===== src/rtl/lsu_wb_pkg.sv =====
`default_nettype none
// ============================================================================
// lsu_wb_pkg : memory-op encodings, FSM state codes and decode helpers
// Revision   : 1.0
// ============================================================================
package lsu_wb_pkg;

    localparam int MEM_OP_W = 4;

    typedef enum logic [MEM_OP_W-1:0] {
        MEM_OP_NONE = 4'd0,
        MEM_OP_LB   = 4'd1,
        MEM_OP_LH   = 4'd2,
        MEM_OP_LW   = 4'd3,
        MEM_OP_LBU  = 4'd4,
        MEM_OP_LHU  = 4'd5,
        MEM_OP_SB   = 4'd6,
        MEM_OP_SH   = 4'd7,
        MEM_OP_SW   = 4'd8
    } mem_op_e;

    typedef enum logic [1:0] {
        ST_IDLE = 2'd0,
        ST_REQ  = 2'd1,
        ST_RSP  = 2'd2
    } lsu_state_e;

    // Unassigned encodings collapse onto NONE so they behave as ALU ops.
    function automatic mem_op_e decode_op(input logic [MEM_OP_W-1:0] raw);
        return (raw > 4'd8) ? MEM_OP_NONE : mem_op_e'(raw);
    endfunction

    function automatic logic is_store(input mem_op_e op);
        return (op == MEM_OP_SB) || (op == MEM_OP_SH) || (op == MEM_OP_SW);
    endfunction

    function automatic logic is_misaligned(input mem_op_e op, input logic [1:0] off);
        case (op)
            MEM_OP_LH, MEM_OP_LHU, MEM_OP_SH: return off[0];
            MEM_OP_LW, MEM_OP_SW:             return off != 2'b00;
            default:                          return 1'b0;
        endcase
    endfunction

endpackage
`default_nettype wire


===== src/rtl/lsu_wb_load_align.sv =====
`default_nettype none
// ============================================================================
// lsu_wb_load_align : load lane select plus sign/zero extension
// Revision          : 1.0
// ============================================================================
module lsu_wb_load_align
    import lsu_wb_pkg::*;
#(
    parameter int DW = 32
) (
    input  logic [DW-1:0] rdata,
    input  logic [1:0]    addr_lo,
    input  mem_op_e       op,
    output logic [DW-1:0] data
);

    logic [7:0]  byte_sel;
    logic [15:0] half_sel;

    always_comb begin
        byte_sel = rdata[{addr_lo, 3'b000} +: 8];
        half_sel = addr_lo[1] ? rdata[31:16] : rdata[15:0];
        case (op)
            MEM_OP_LB:  data = {{(DW-8){byte_sel[7]}}, byte_sel};
            MEM_OP_LBU: data = {{(DW-8){1'b0}}, byte_sel};
            MEM_OP_LH:  data = {{(DW-16){half_sel[15]}}, half_sel};
            MEM_OP_LHU: data = {{(DW-16){1'b0}}, half_sel};
            default:    data = rdata;
        endcase
    end

endmodule
`default_nettype wire


===== src/rtl/lsu_wb.sv =====
`default_nettype none
// ============================================================================
// lsu_wb   : memory-access / writeback stage feeding the register file
// Revision : 1.0
// ============================================================================
module lsu_wb
    import lsu_wb_pkg::*;
#(
    parameter int AW = 32,
    parameter int DW = 32
) (
    input  logic          clk,
    input  logic          rst,
    input  logic          ex_valid,
    output logic          ex_ready,
    input  logic [3:0]    ex_mem_op,
    input  logic [AW-1:0] ex_addr,
    input  logic [DW-1:0] ex_store_data,
    input  logic          ex_rd_we,
    input  logic [4:0]    ex_rd_waddr,
    input  logic [DW-1:0] ex_alu_result,
    output logic          mem_req_valid,
    input  logic          mem_req_ready,
    output logic          mem_req_we,
    output logic [AW-1:0] mem_req_addr,
    output logic [DW-1:0] mem_req_wdata,
    output logic [3:0]    mem_req_wstrb,
    input  logic          mem_rsp_valid,
    input  logic [DW-1:0] mem_rsp_rdata,
    output logic          wb_rd_we,
    output logic [4:0]    wb_rd_waddr,
    output logic [DW-1:0] wb_rd_wdata,
    output logic          misalign
);

    lsu_state_e    state_q, state_d;
    mem_op_e       op_q, op_d, ex_op;
    logic [1:0]    off_q, off_d;
    logic          rd_we_q, rd_we_d;
    logic [4:0]    rd_waddr_q, rd_waddr_d;
    logic          ex_ready_q, ex_ready_d;
    logic          req_valid_q, req_valid_d;
    logic          req_we_q, req_we_d;
    logic [AW-1:0] req_addr_q, req_addr_d;
    logic [DW-1:0] req_wdata_q, req_wdata_d;
    logic [3:0]    req_wstrb_q, req_wstrb_d;
    logic          wb_we_q, wb_we_d;
    logic [4:0]    wb_waddr_q, wb_waddr_d;
    logic [DW-1:0] wb_wdata_q, wb_wdata_d;
    logic          misalign_q, misalign_d;
    logic [DW-1:0] load_data;

    lsu_wb_load_align #(.DW(DW)) u_load_align (
        .rdata   (mem_rsp_rdata),
        .addr_lo (off_q),
        .op      (op_q),
        .data    (load_data)
    );

    always_comb begin
        ex_op       = decode_op(ex_mem_op);
        state_d     = state_q;
        op_d        = op_q;
        off_d       = off_q;
        rd_we_d     = rd_we_q;
        rd_waddr_d  = rd_waddr_q;
        ex_ready_d  = ex_ready_q;
        req_valid_d = req_valid_q;
        req_we_d    = req_we_q;
        req_addr_d  = req_addr_q;
        req_wdata_d = req_wdata_q;
        req_wstrb_d = req_wstrb_q;
        wb_we_d     = 1'b0;
        wb_waddr_d  = wb_waddr_q;
        wb_wdata_d  = wb_wdata_q;
        misalign_d  = 1'b0;

        case (state_q)
            ST_IDLE: begin
                if (ex_valid) begin
                    op_d       = ex_op;
                    off_d      = ex_addr[1:0];
                    rd_we_d    = ex_rd_we;
                    rd_waddr_d = ex_rd_waddr;
                    if (ex_op == MEM_OP_NONE) begin
                        if (ex_rd_we && (ex_rd_waddr != 5'd0)) begin
                            wb_we_d    = 1'b1;
                            wb_waddr_d = ex_rd_waddr;
                            wb_wdata_d = ex_alu_result;
                        end
                    end else if (is_misaligned(ex_op, ex_addr[1:0])) begin
                        misalign_d = 1'b1;
                    end else begin
                        state_d     = ST_REQ;
                        ex_ready_d  = 1'b0;
                        req_valid_d = 1'b1;
                        req_we_d    = is_store(ex_op);
                        req_addr_d  = {ex_addr[AW-1:2], 2'b00};
                        case (ex_op)
                            MEM_OP_SB: begin
                                req_wdata_d = {4{ex_store_data[7:0]}};
                                req_wstrb_d = 4'b0001 << ex_addr[1:0];
                            end
                            MEM_OP_SH: begin
                                req_wdata_d = {2{ex_store_data[15:0]}};
                                req_wstrb_d = 4'b0011 << ex_addr[1:0];
                            end
                            MEM_OP_SW: begin
                                req_wdata_d = ex_store_data;
                                req_wstrb_d = 4'hF;
                            end
                            default: begin
                                req_wdata_d = '0;
                                req_wstrb_d = 4'h0;
                            end
                        endcase
                    end
                end
            end
            ST_REQ: begin
                if (mem_req_ready) begin
                    req_valid_d = 1'b0;
                    if (req_we_q) begin
                        state_d    = ST_IDLE;
                        ex_ready_d = 1'b1;
                    end else begin
                        state_d = ST_RSP;
                    end
                end
            end
            ST_RSP: begin
                if (mem_rsp_valid) begin
                    state_d    = ST_IDLE;
                    ex_ready_d = 1'b1;
                    if (rd_we_q && (rd_waddr_q != 5'd0)) begin
                        wb_we_d    = 1'b1;
                        wb_waddr_d = rd_waddr_q;
                        wb_wdata_d = load_data;
                    end
                end
            end
            default: begin
                state_d    = ST_IDLE;
                ex_ready_d = 1'b1;
            end
        endcase
    end

    always_ff @(posedge clk or posedge rst) begin
        if (rst) begin
            state_q     <= ST_IDLE;
            op_q        <= MEM_OP_NONE;
            off_q       <= 2'b00;
            rd_we_q     <= 1'b0;
            rd_waddr_q  <= 5'd0;
            ex_ready_q  <= 1'b1;
            req_valid_q <= 1'b0;
            req_we_q    <= 1'b0;
            req_addr_q  <= '0;
            req_wdata_q <= '0;
            req_wstrb_q <= 4'h0;
            wb_we_q     <= 1'b0;
            wb_waddr_q  <= 5'd0;
            wb_wdata_q  <= '0;
            misalign_q  <= 1'b0;
        end else begin
            state_q     <= state_d;
            op_q        <= op_d;
            off_q       <= off_d;
            rd_we_q     <= rd_we_d;
            rd_waddr_q  <= rd_waddr_d;
            ex_ready_q  <= ex_ready_d;
            req_valid_q <= req_valid_d;
            req_we_q    <= req_we_d;
            req_addr_q  <= req_addr_d;
            req_wdata_q <= req_wdata_d;
            req_wstrb_q <= req_wstrb_d;
            wb_we_q     <= wb_we_d;
            wb_waddr_q  <= wb_waddr_d;
            wb_wdata_q  <= wb_wdata_d;
            misalign_q  <= misalign_d;
        end
    end

    assign ex_ready      = ex_ready_q;
    assign mem_req_valid = req_valid_q;
    assign mem_req_we    = req_we_q;
    assign mem_req_addr  = req_addr_q;
    assign mem_req_wdata = req_wdata_q;
    assign mem_req_wstrb = req_wstrb_q;
    assign wb_rd_we      = wb_we_q;
    assign wb_rd_waddr   = wb_waddr_q;
    assign wb_rd_wdata   = wb_wdata_q;
    assign misalign      = misalign_q;

endmodule
`default_nettype wire


===== config.mk =====
export PLATFORM = sky130hd
export DESIGN_NAME = lsu_wb
export DESIGN_NICKNAME = d
export VERILOG_FILES = /design/src/rtl/lsu_wb_pkg.sv /design/src/rtl/lsu_wb_load_align.sv /design/src/rtl/lsu_wb.sv
export SDC_FILE = /design/constraint.sdc
export NUM_CORES = 1
export LEC_CHECK = 0
export CELL_PAD_IN_SITES_DETAIL_PLACEMENT = 0
export CELL_PAD_IN_SITES_GLOBAL_PLACEMENT = 1
export CORE_ASPECT_RATIO = 0.7
export CORE_UTILIZATION = 31
export DETAILED_ROUTE_END_ITERATION = 6
export PLACE_DENSITY = 0.78
export SYNTH_ARGS = -nofsm -noshare
export SYNTH_HDL_FRONTEND = slang
export SYNTH_SLANG_ARGS = --single-unit

===== constraint.sdc =====
create_clock -name clk -period 10.5 [get_ports clk]
set_input_delay 3.15 -clock clk [delete_from_list [all_inputs] [get_ports clk]]
set_output_delay 3.15 -clock clk [all_outputs]
set_load 0.005 [all_outputs]

==> results of run 1 <==
[layout by cell type, fill, tap and decap left out, types with 2 or more instances in the layout]
| cell | instances |
|---|---|
| clkinv_4 | 4 |
| inv_1 | 2 |
| bufinv_16 | 3 |
| o21ai_1 | 47 |
| buf_4 | 4 |
| o211ai_1 | 4 |
| nand2_1 | 75 |
| o22ai_1 | 2 |
| o21ai_0 | 14 |
| inv_6 | 2 |
| conb_1 | 2 |
| o2bb2ai_1 | 9 |
| a211oi_1 | 25 |
| a311o_1 | 5 |
| o21bai_1 | 2 |
| o2111ai_1 | 4 |
| dfrtp_1 | 121 |
| clkinv_2 | 3 |
| mux2i_1 | 16 |
| a21o_1 | 2 |
| or4_1 | 3 |
| nand3b_1 | 7 |
| clkdlybuf4s50_1 | 250 |
| a221oi_1 | 9 |
| a21oi_1 | 36 |
| nand4b_1 | 2 |
| a22oi_1 | 16 |
| a22o_1 | 10 |
| o21a_1 | 3 |
| mux2_2 | 30 |
| clkinvlp_4 | 3 |
| clkbuf_16 | 17 |
| a31oi_1 | 12 |
| nand2b_1 | 7 |
| mux4_2 | 3 |
| nor2_1 | 42 |
| nand3_1 | 3 |
[worst max path at each step]
stage,cells past startpoint,startpoint,endpoint
3_3_place_gp,7,ex_mem_op[0],mem_req_wdata[11]
2_1_floorplan,1,rst,mem_req_addr[10]
3_5_place_dp,7,ex_mem_op[0],mem_req_wdata[11]
4_1_cts,7,ex_mem_op[0],mem_req_wdata[9]
6_report,7,ex_mem_op[0],mem_req_wdata[9]
5_1_grt,7,ex_mem_op[0],mem_req_wdata[15]
[power groups by stage]
stage / clock (W) / combinational, W / sequential, W
final: 0.000602 / 0.000839 / 0.000787
after global placement: 0 / 0.000834 / 0.000791
after CTS: 0.000618 / 0.000844 / 0.000789
after global routing: 0.000638 / 0.000908 / 0.000816
after floorplan: 0 / 0.000351 / 0.000775
after detailed placement: 0 / 0.000841 / 0.000793
[worst max-delay path, delay by kind of cell]
kind            cells  cell delay, ns
buf+inv             2            1.54
compound gates      3            1.17
simple gates        2            0.48
[synthesized netlist by cell type (10+ instances only)]
cell / count
buf_2: 15
a22oi_1: 16
nor2_1: 42
a22o_1: 10
clkbuf_1: 21
o21ai_1: 47
a21oi_1: 36
mux2_2: 30
a31oi_1: 12
o21ai_0: 14
mux2i_1: 16
nand2_1: 75
dfrtp_1: 121
a211oi_1: 25
[metal layers]
layer	vias up	GRT usage [%]	part of all wire (%)
met4	0	6.136	1.5
met5	-	0	0
li1	2604	-	-
met2	223	27.92	41
met3	21	4.320	5.6
met1	2689	31.95	52
[kinds of logic (layout without fill, tap and decap cells)]
group                     Yosys count  count (layout)  synth area share, %
muxes                              49              49                9.442
other                               1               2              0.06261
AOI/OAI and AO/OA                 206             206                22.92
xor gates and xnor gates            1               1               0.1463
buffers and inverters              50             290                4.533
DFF                               122             122                50.99
and+or+nand+nor                   153             153                11.91
[flip-flops by register name (all words and copies together) (netlist names), 2 cells and up]
| name | count |
|---|---|
| mem_req_wdata | 32 |
| wb_rd_wdata | 32 |
| mem_req_addr | 30 |
| rd_waddr_q | 5 |
| wb_rd_waddr | 5 |
| mem_req_wstrb | 4 |
| op_q | 4 |
| off_q | 2 |
| state_q | 2 |
[through the flow]
stage | total power, W | hold WS (ns) | utilization [%] | instance area, sq um | cells
floorplan | 0.001126 | 0.4453 | - | 5993 | 583
global placement | 0.001625 | 0.4593 | 45.44 | 8597 | 1033
detailed placement | 0.001634 | 0.4745 | 45.44 | 8597 | 1033
CTS | 0.002251 | 0.4890 | 48.62 | 9198 | 1065
global route | 0.002362 | 0.5031 | 48.62 | 9198 | 1065
finish | 0.002228 | 0.4781 | 48.62 | 9198 | 1065
[cell type report]
cell class              count  share of cell area, %
flip-flops and latches    122                  33.21
well taps                 242                  3.292
multi-input cells         411                  29.19
clock inverters            14                  1.864
inverters                   4                 0.2449
clock buffers              18                  4.666
repair buffers            254                  27.53
==> results.yml, run 1 <==
logic_synthesis:
  netlist_area_sq_mm: 0.005989
  yosysWarnings: 0
  synthArstFlopShare_pct: 100.0
  synthTopCellsByArea: "dfrtp_1, mux2_2, nand2_1, o21ai_1, a211oi_1"
  syn_avg_cell_area_sq_um: 10.29
  synth_seq_cells: 122
  yosys.area.top_type: "dfrtp_1"
  syn_inst: 582
  synth_top_area_share_pct: 50.55
  synth.distinct_cells: 56
  synth-main-ff-cell: "dfrtp_1"
  synth_edf_count: 0
  synth-seq-area-share_pct: 50.99
global_route:
  overflow: 0
  grt_pass1_wl_microns: 31130
  grt_pass1_vias: 5288
  grt_max_degree: 75
  antenna_found_initial: 0
  grt_usage_pct: 20.52
worst_setup_path:
  cp_data_arrival_time_ns: 6.38
  critPathKind: "input pin to register"
  max_stage_delay_ns: 0.86
  r2r_slack_ns: 7.32
  worst_setup_path_start_kind: "input pin"
  required_ns: 10.82
  crit_chain: "clkdlybuf4s50_1 > o31ai_2 > nand3_1 > nor4b_4 > buf_4 > o21ai_1 > o2bb2ai_1"
  crit_slowest_cell: "clkdlybuf4s50_1"
  path_max_fanout: 74
  r2r_start: "state_q[1]"
  endpoint_kind: "register"
  worstReg2RegEnd: "mem_req_wdata[9]"
  ff2ff_path_depth: 6
routing:
  antenna_left: 0
  route.detailed.drc: 0
  dr_total_vias: 5537
  viasPerCell: 5.199
  wirelength_microns: 20320
  drtIter0Drc: 522
  drt_pass1_iterations: 5
  wl_per_cell_microns: 19.08
hold_path:
  min_path_cells: 2
  min_path_type: "register to register"
  holdPathEnd: "wb_rd_wdata[30]"
  min-delay-start: "wb_rd_wdata[30]"
sta:
  setup_violations: 0
  max_freq_mhz: 165.3
  tns_ns: 0
  max_slew_margin_pct: 34.47
  period_minus_slack_ns: 6.051
  fin_crit_sh_pct: 57.63
  rsz0062_at_grt: "false"
  finalClockSkew_ns: 0.009251
  finalHoldViolations: 0
  worstMarginPinSlew_ns: 0.9777
  setup_slack_ns: 4.449
  drv_slew: 0
cts:
  clkSlewWorstSetupHoldPaths_ns: 0.06
  cts_resized: 0
  post_cts_buffers: 0
  cts_buffer_depth: 2
  ctsHoldBuffers: 0
  cts_htree_levels: 4
  clkLatencyLatePin_ns: 0.41
  cts_made_buffers: 17
  root_buffer: "clkbuf_16"
  cts.sinks: 122
  cts_tree: "done"
finish:
  num-fill-cells: 1762
  drive_above_1_share_pct: 9.964
  seq_area_sq_mm: 0.003054
  nets: 953
  multiInputGateArea_sq_mm: 0.002685
  diodes: 0
  synthToLayoutAreaGrowth_pct: 53.56
floorplanning:
  rows: 42
  initial_core_util_pct: 31.66
  die_h_microns: 118.3
  core_area_sq_mm: 0.01892
  die_w_microns: 168.1
  die_area_sq_mm: 0.01989
  ioPinCount: 253
placement:
  detailedPlace.worstSlack_ns: 4.106
  hpwl_microns: 14800
  gp_congestion: 0.8886
  port_buffers: 250
power_and_ir_drop:
  switching_power_w: 0.0007006
  p_comb_share_pct: 37.7
  p_per_area_mw_per_mm2: 242.2
  p_sw_share_pct: 31.45
  p_seq_share_pct: 35.3
  ir_worst_vdd_mv: 0.1014
  power_leakage_nw: 3.672
  p_int_w: 0.001527
  clkPwrFrac_pct: 27.0
outcome:
  status: "finished clean"
job:
  maxCapViolations: 0
Power figures use the tool's default switching activity.
==> run 2: changes to the inputs <==
==> constraint.sdc (replaced) <==
create_clock -name clk -period 5.81 [get_ports clk]
set_input_delay 1.743 -clock clk [delete_from_list [all_inputs] [get_ports clk]]
set_output_delay 1.743 -clock clk [all_outputs]
set_load 0.005 [all_outputs]
==> run 2 against run 1 <==
Combinational power grew 81%. Global-route usage grew 0.39 points. Clock-buffer cell count down 1. Design area rose by 0.20%. Critical path type unchanged. Core utilization increased by 0.099 points. Routed wire length up 0.50%. Clock skew hardly changed.
==> results.yml, run 2 (synthesis results as in run 1) <==
sta:
  fin_crit_sh_pct: 68.59
  max_freq_mhz: 250.9
  rsz0062_at_grt: "false"
  drv_slew: 0
  tns_ns: 0
  setup_violations: 0
  whs_ns: 0.4787
  finalHoldViolations: 0
  finalClockSkew_ns: 0.008805
  period_minus_slack_ns: 3.985
  max_slew_margin_pct: 33.16
  worstMarginPinSlew_ns: 0.9972
worst_setup_path:
  path_max_fanout: 18
  ff2ff_path_depth: 5
  endpoint_kind: "register"
  r2r_start: "off_q[1]"
  required_ns: 6.10
  critPathKind: "input pin to register"
  worstSetupStartpoint: "ex_mem_op[2]"
  cp_data_arrival_time_ns: 4.28
  worst_setup_path_start_kind: "input pin"
  worstReg2RegEnd: "wb_rd_wdata[13]"
  r2r_slack_ns: 2.95
global_route:
  grt_pass1_vias: 5518
  grt_pass1_wl_microns: 31820
  grt_usage_pct: 20.90
  overflow: 0
  antenna_found_initial: 0
  grt_max_degree: 77
routing:
  drtIter0Drc: 583
  wl_per_cell_microns: 19.10
  antenna_left: 0
  route.detailed.drc: 0
  viasPerCell: 5.257
  dr_total_vias: 5620
  wirelength_microns: 20420
  drt_pass1_iterations: 5
outcome:
  status: "finished clean"
cts:
  post_cts_buffers: 0
  root_buffer: "clkbuf_16"
  clkLatencyLatePin_ns: 0.41
  clkSlewWorstSetupHoldPaths_ns: 0.06
  cts.sinks: 122
  cts_resized: 0
  cts_htree_levels: 4
  cts_tree: "done"
  ctsHoldBuffers: 0
  cts_made_buffers: 17
  cts_buffer_depth: 2
hold_path:
  min_path_cells: 2
  min_path_type: "register to register"
  holdPathEnd: "wb_rd_wdata[8]"
  min-delay-start: "wb_rd_wdata[8]"
power_and_ir_drop:
  p_per_area_mw_per_mm2: 434.9
  power_leakage_nw: 3.690
  ir_worst_vdd_mv: 0.1936
finish:
  final_common_cell: "clkdlybuf4s50_1"
  drive_above_1_share_pct: 10.52
  mostFrequentLayoutCells: "clkdlybuf4s50_1, dfrtp_1, nand2_1"
  num-fill-cells: 1759
  nets: 957
  diodes: 0
  synthToLayoutAreaGrowth_pct: 53.88
floorplanning:
  core_area_sq_mm: 0.01892
  die_w_microns: 168.1
  die_h_microns: 118.3
  initial_core_util_pct: 31.66
  die_area_sq_mm: 0.01989
  rows: 42
  ioPinCount: 253
placement:
  port_buffers: 250
  hpwl_microns: 14860
  gp_congestion: 0.8554
job:
  maxCapViolations: 0
-- run 2: cell types whose count changed in the layout (fill, tap and decap cells not counted) --
cell        change
buf_4           +4
inv_6           +4
bufinv_16       -1
clkbuf_1        -1
clkinv_2        -1
clkinvlp_4      -1
-- run 2: critical path: stages --
cell and delay (ns):
clkdlybuf4s50_1 0.69, nand3b_1 0.16, a21oi_1 0.12, a211oi_1 0.41
nand3_1 0.69, a22o_1 0.46
-- run 2: routing by layer --
layer	part of all wire (%)	wire [microns]	global-route usage, %	vias to the layer above
met5	0	0	0	-
met4	0.95	195	5.284	0
met3	8.1	1645	5.191	14
met2	41	8450	28.91	235
met1	50	10130	32.03	2753
li1	-	-	-	2618
-- run 2: worst max-delay path by stage --
stage	slack (ns)	to
3_5_place_dp	1.43	mem_req_wdata[6]
6_report	1.82	mem_req_wdata[2]
5_1_grt	1.68	mem_req_wdata[0]
2_1_floorplan	0.83	mem_req_addr[10]
4_1_cts	1.86	mem_req_wdata[2]
3_3_place_gp	1.51	mem_req_wdata[6]
-- run 2: area by class of cell --
cell class	count	area (sq um)	area share [%]
multi-input combinational	411	2685	29.13
timing repair buffer	258	2562	27.80
sequential	122	3054	33.14
clock buffer	17	425.4	4.616
inverter	4	22.52	0.2444
tap	242	302.8	3.285
clock inverter	15	163.9	1.778
-- run 2: report_power, final --
part           switching [W]  internal [W]
combinational       0.000625      0.000898
sequential          0.000235       0.00119
clock               0.000421      0.000640
-- run 2: per-stage QoR --
| stage | setup slack [ns] | util (%) | instances | cell area [sq um] | power [W] |
|---|---|---|---|---|---|
| finish | 1.825 | 48.72 | 1069 | 9216 | 0.004008 |
| detailed placement | 1.429 | 45.60 | 1037 | 8627 | 0.002957 |
| global route | 1.684 | 48.72 | 1069 | 9216 | 0.004258 |
| global placement | 1.506 | 45.60 | 1037 | 8627 | 0.002939 |
| CTS | 1.863 | 48.72 | 1069 | 9216 | 0.004046 |
| floorplan | 0.8261 | - | 583 | 5993 | 0.002035 |
==> run 3: changes to the inputs <==
--- a/config.mk
+++ b/config.mk
@@ -8,9 +8,9 @@
 export CELL_PAD_IN_SITES_DETAIL_PLACEMENT = 0
 export CELL_PAD_IN_SITES_GLOBAL_PLACEMENT = 1
 export CORE_ASPECT_RATIO = 0.7
-export CORE_UTILIZATION = 31
+export CORE_UTILIZATION = 29
 export DETAILED_ROUTE_END_ITERATION = 6
-export PLACE_DENSITY = 0.78
+export PLACE_DENSITY = 0.77
 export SYNTH_ARGS = -nofsm -noshare
 export SYNTH_HDL_FRONTEND = slang
 export SYNTH_SLANG_ARGS = --single-unit
==> constraint.sdc (replaced) <==
create_clock -name clk -period 3.6 [get_ports clk]
set_input_delay 1.08 -clock clk [delete_from_list [all_inputs] [get_ports clk]]
set_output_delay 1.08 -clock clk [all_outputs]
set_load 0.005 [all_outputs]
==> run 3 against run 2 <==
Die area rose by 6.8%. Design area rose by 2.4%. Final cell count increased by 3.5%. Combinational power rose by 62%. First-iteration DRC count fell by 27%. Non-clock buffer count up 9. Sequential share of layout area decreased by 0.77 points. Critical endpoint is now wb_rd_wdata[29]. Largest cell class unchanged. Highest routed layer unchanged.
==> results.yml, run 3 (synthesis results as in run 1) <==
outcome:
  status: "finished clean"
worst_setup_path:
  worst_setup_path_start_kind: "input pin"
  crit_top_cell: "o21ai_0"
  path_delay_family: "buffers and inverters"
  crit_slowest_cell: "or4_1"
  max_stage_delay_ns: 0.59
  cp_data_arrival_time_ns: 3.34
  endpoint_kind: "register"
  crit_chain: "clkdlybuf4s50_1 > or4_1 > and2_4 > o22a_4 > clkinv_4 > o21ai_0 > o21ai_0"
  path_max_fanout: 44
  crit_buf_inv: 2
  critPathKind: "input pin to register"
  required_ns: 3.92
power_and_ir_drop:
  switching_power_w: 0.002029
  ir_worst_vdd_mv: 0.2979
  p_comb_share_pct: 36.5
  p_seq_share_pct: 34.1
  p_per_area_mw_per_mm2: 714.4
  p_sw_share_pct: 30.10
  clkPwrFrac_pct: 29.4
  power_leakage_nw: 3.771
  p_int_w: 0.004712
sta:
  tns_ns: 0
  rsz0062_at_grt: "false"
  max_slew_margin_pct: 37.92
  worstMarginPinSlew_ns: 0.9261
  period_minus_slack_ns: 3.020
  finalClockSkew_ns: 0.008644
  setup_violations: 0
  max_freq_mhz: 331.1
  fin_crit_sh_pct: 83.89
  finalHoldViolations: 0
  drv_slew: 0
cts:
  ctsHoldBuffers: 0
  clkSlewWorstSetupHoldPaths_ns: 0.06
  cts_buffer_depth: 2
  clkLatencyLatePin_ns: 0.41
  cts_htree_levels: 4
  post_cts_buffers: 0
  root_buffer: "clkbuf_16"
  cts_made_buffers: 17
  cts_resized: 0
  cts_tree: "done"
  cts.sinks: 122
routing:
  route.detailed.drc: 0
  wirelength_microns: 20480
  drtIter0Drc: 424
  drt_pass1_iterations: 5
  dr_total_vias: 5545
  viasPerCell: 5.014
  wl_per_cell_microns: 18.52
  antenna_left: 0
finish:
  final_common_cell: "clkdlybuf4s50_1"
  drive_above_1_share_pct: 11.36
  mostFrequentLayoutCells: "clkdlybuf4s50_1, dfrtp_1, nand2_1"
  stdcell_area_sq_mm: 0.009437
  diodes: 0
  synthToLayoutAreaGrowth_pct: 57.55
  nets: 966
floorplanning:
  initial_core_util_pct: 29.93
  core_area_sq_mm: 0.02001
  die_area_sq_mm: 0.02124
  die_w_microns: 173.8
  die_h_microns: 122.2
  ioPinCount: 253
  rows: 43
global_route:
  overflow: 0
  grt_pass1_vias: 5447
  grt_usage_pct: 19.36
  grt_pass1_wl_microns: 31340
  antenna_found_initial: 0
  grt_max_degree: 81
placement:
  gp_congestion: 0.8300
  postPlaceCellArea_sq_mm: 0.008756
  hpwl_microns: 15100
  port_buffers: 250
job:
  maxCapViolations: 0
hold_path:
  min_path_type: "register to register"
-- run 3: cell count changes in the layout (fill, tap and decap cells not counted), sizes merged --
cell and change:
buf +9, bufinv +4, clkinv -4, inv -4
clkbuf +2, clkinvlp +2
-- run 3: metrics by stage --
| stage | util [%] | cells | hold slack, ns | total power [W] | setup WS, ns |
|---|---|---|---|---|---|
| after detailed placement | 43.75 | 1074 | 0.4628 | 0.004787 | 0.1740 |
| after global routing | 47.15 | 1106 | 0.5025 | 0.007148 | 0.4798 |
| after global placement | 43.75 | 1074 | 0.4597 | 0.004754 | 0.2490 |
| after floorplan | - | 583 | 0.4453 | 0.003285 | 0.9509 |
| final | 47.15 | 1106 | 0.4739 | 0.006742 | 0.5799 |
| after CTS | 47.15 | 1106 | 0.4773 | 0.006818 | 0.5815 |
-- run 3: power by group through the flow --
stage	Clock (W)	Sequential [W]	Combinational [W]
2_1_floorplan	0	0.00226	0.00102
3_3_place_gp	0	0.00231	0.00245
3_5_place_dp	0	0.00232	0.00247
4_1_cts	0.00203	0.00230	0.00248
5_1_grt	0.00209	0.00238	0.00268
6_report	0.00198	0.00230	0.00246
-- run 3: worst reg2reg max path, cell delays in order (launching register included) --
cell and delay, ns:
dfrtp_1 0.74, inv_1 0.33, a31oi_1 0.24, o21bai_1 0.27, a211oi_1 0.60, o21ai_1 0.15
-- run 3: final timing paths --
check / to / start / cells after the start / slack (ns)
worst max-delay path: wb_rd_wdata[29] / ex_mem_op[1] / 7 / 0.58
worst min-delay path: rd_we_q / rd_we_q / 2 / 0.47
worst max register to register: wb_rd_wdata[2] / off_q[1] / 5 / 1.15
worst min register to register: rd_we_q / rd_we_q / 2 / 0.47
max in group asynchronous: ex_ready / rst / 3 / 1.95
min in group asynchronous: wb_rd_we / rst / 2 / 0.91
-- run 3: layout make-up --
class	count	area [sq um]
sequential	122	3054
multi-input combinational	411	2685
clock buffer	19	442.9
inverter	4	23.77
clock inverter	13	237.7
fill	1899	10580
timing repair buffer	267	2655
tap	270	337.8
-- run 3: layer usage --
| layer | vias to the layer above | global-route usage [%] | part of all wire [%] |
|---|---|---|---|
| met5 | - | 0 | 0 |
| met4 | 0 | 5.318 | 0.77 |
| met3 | 17 | 6.010 | 8.5 |
| met2 | 224 | 25.97 | 41 |
| met1 | 2657 | 29.31 | 49 |
| li1 | 2647 | - | - |
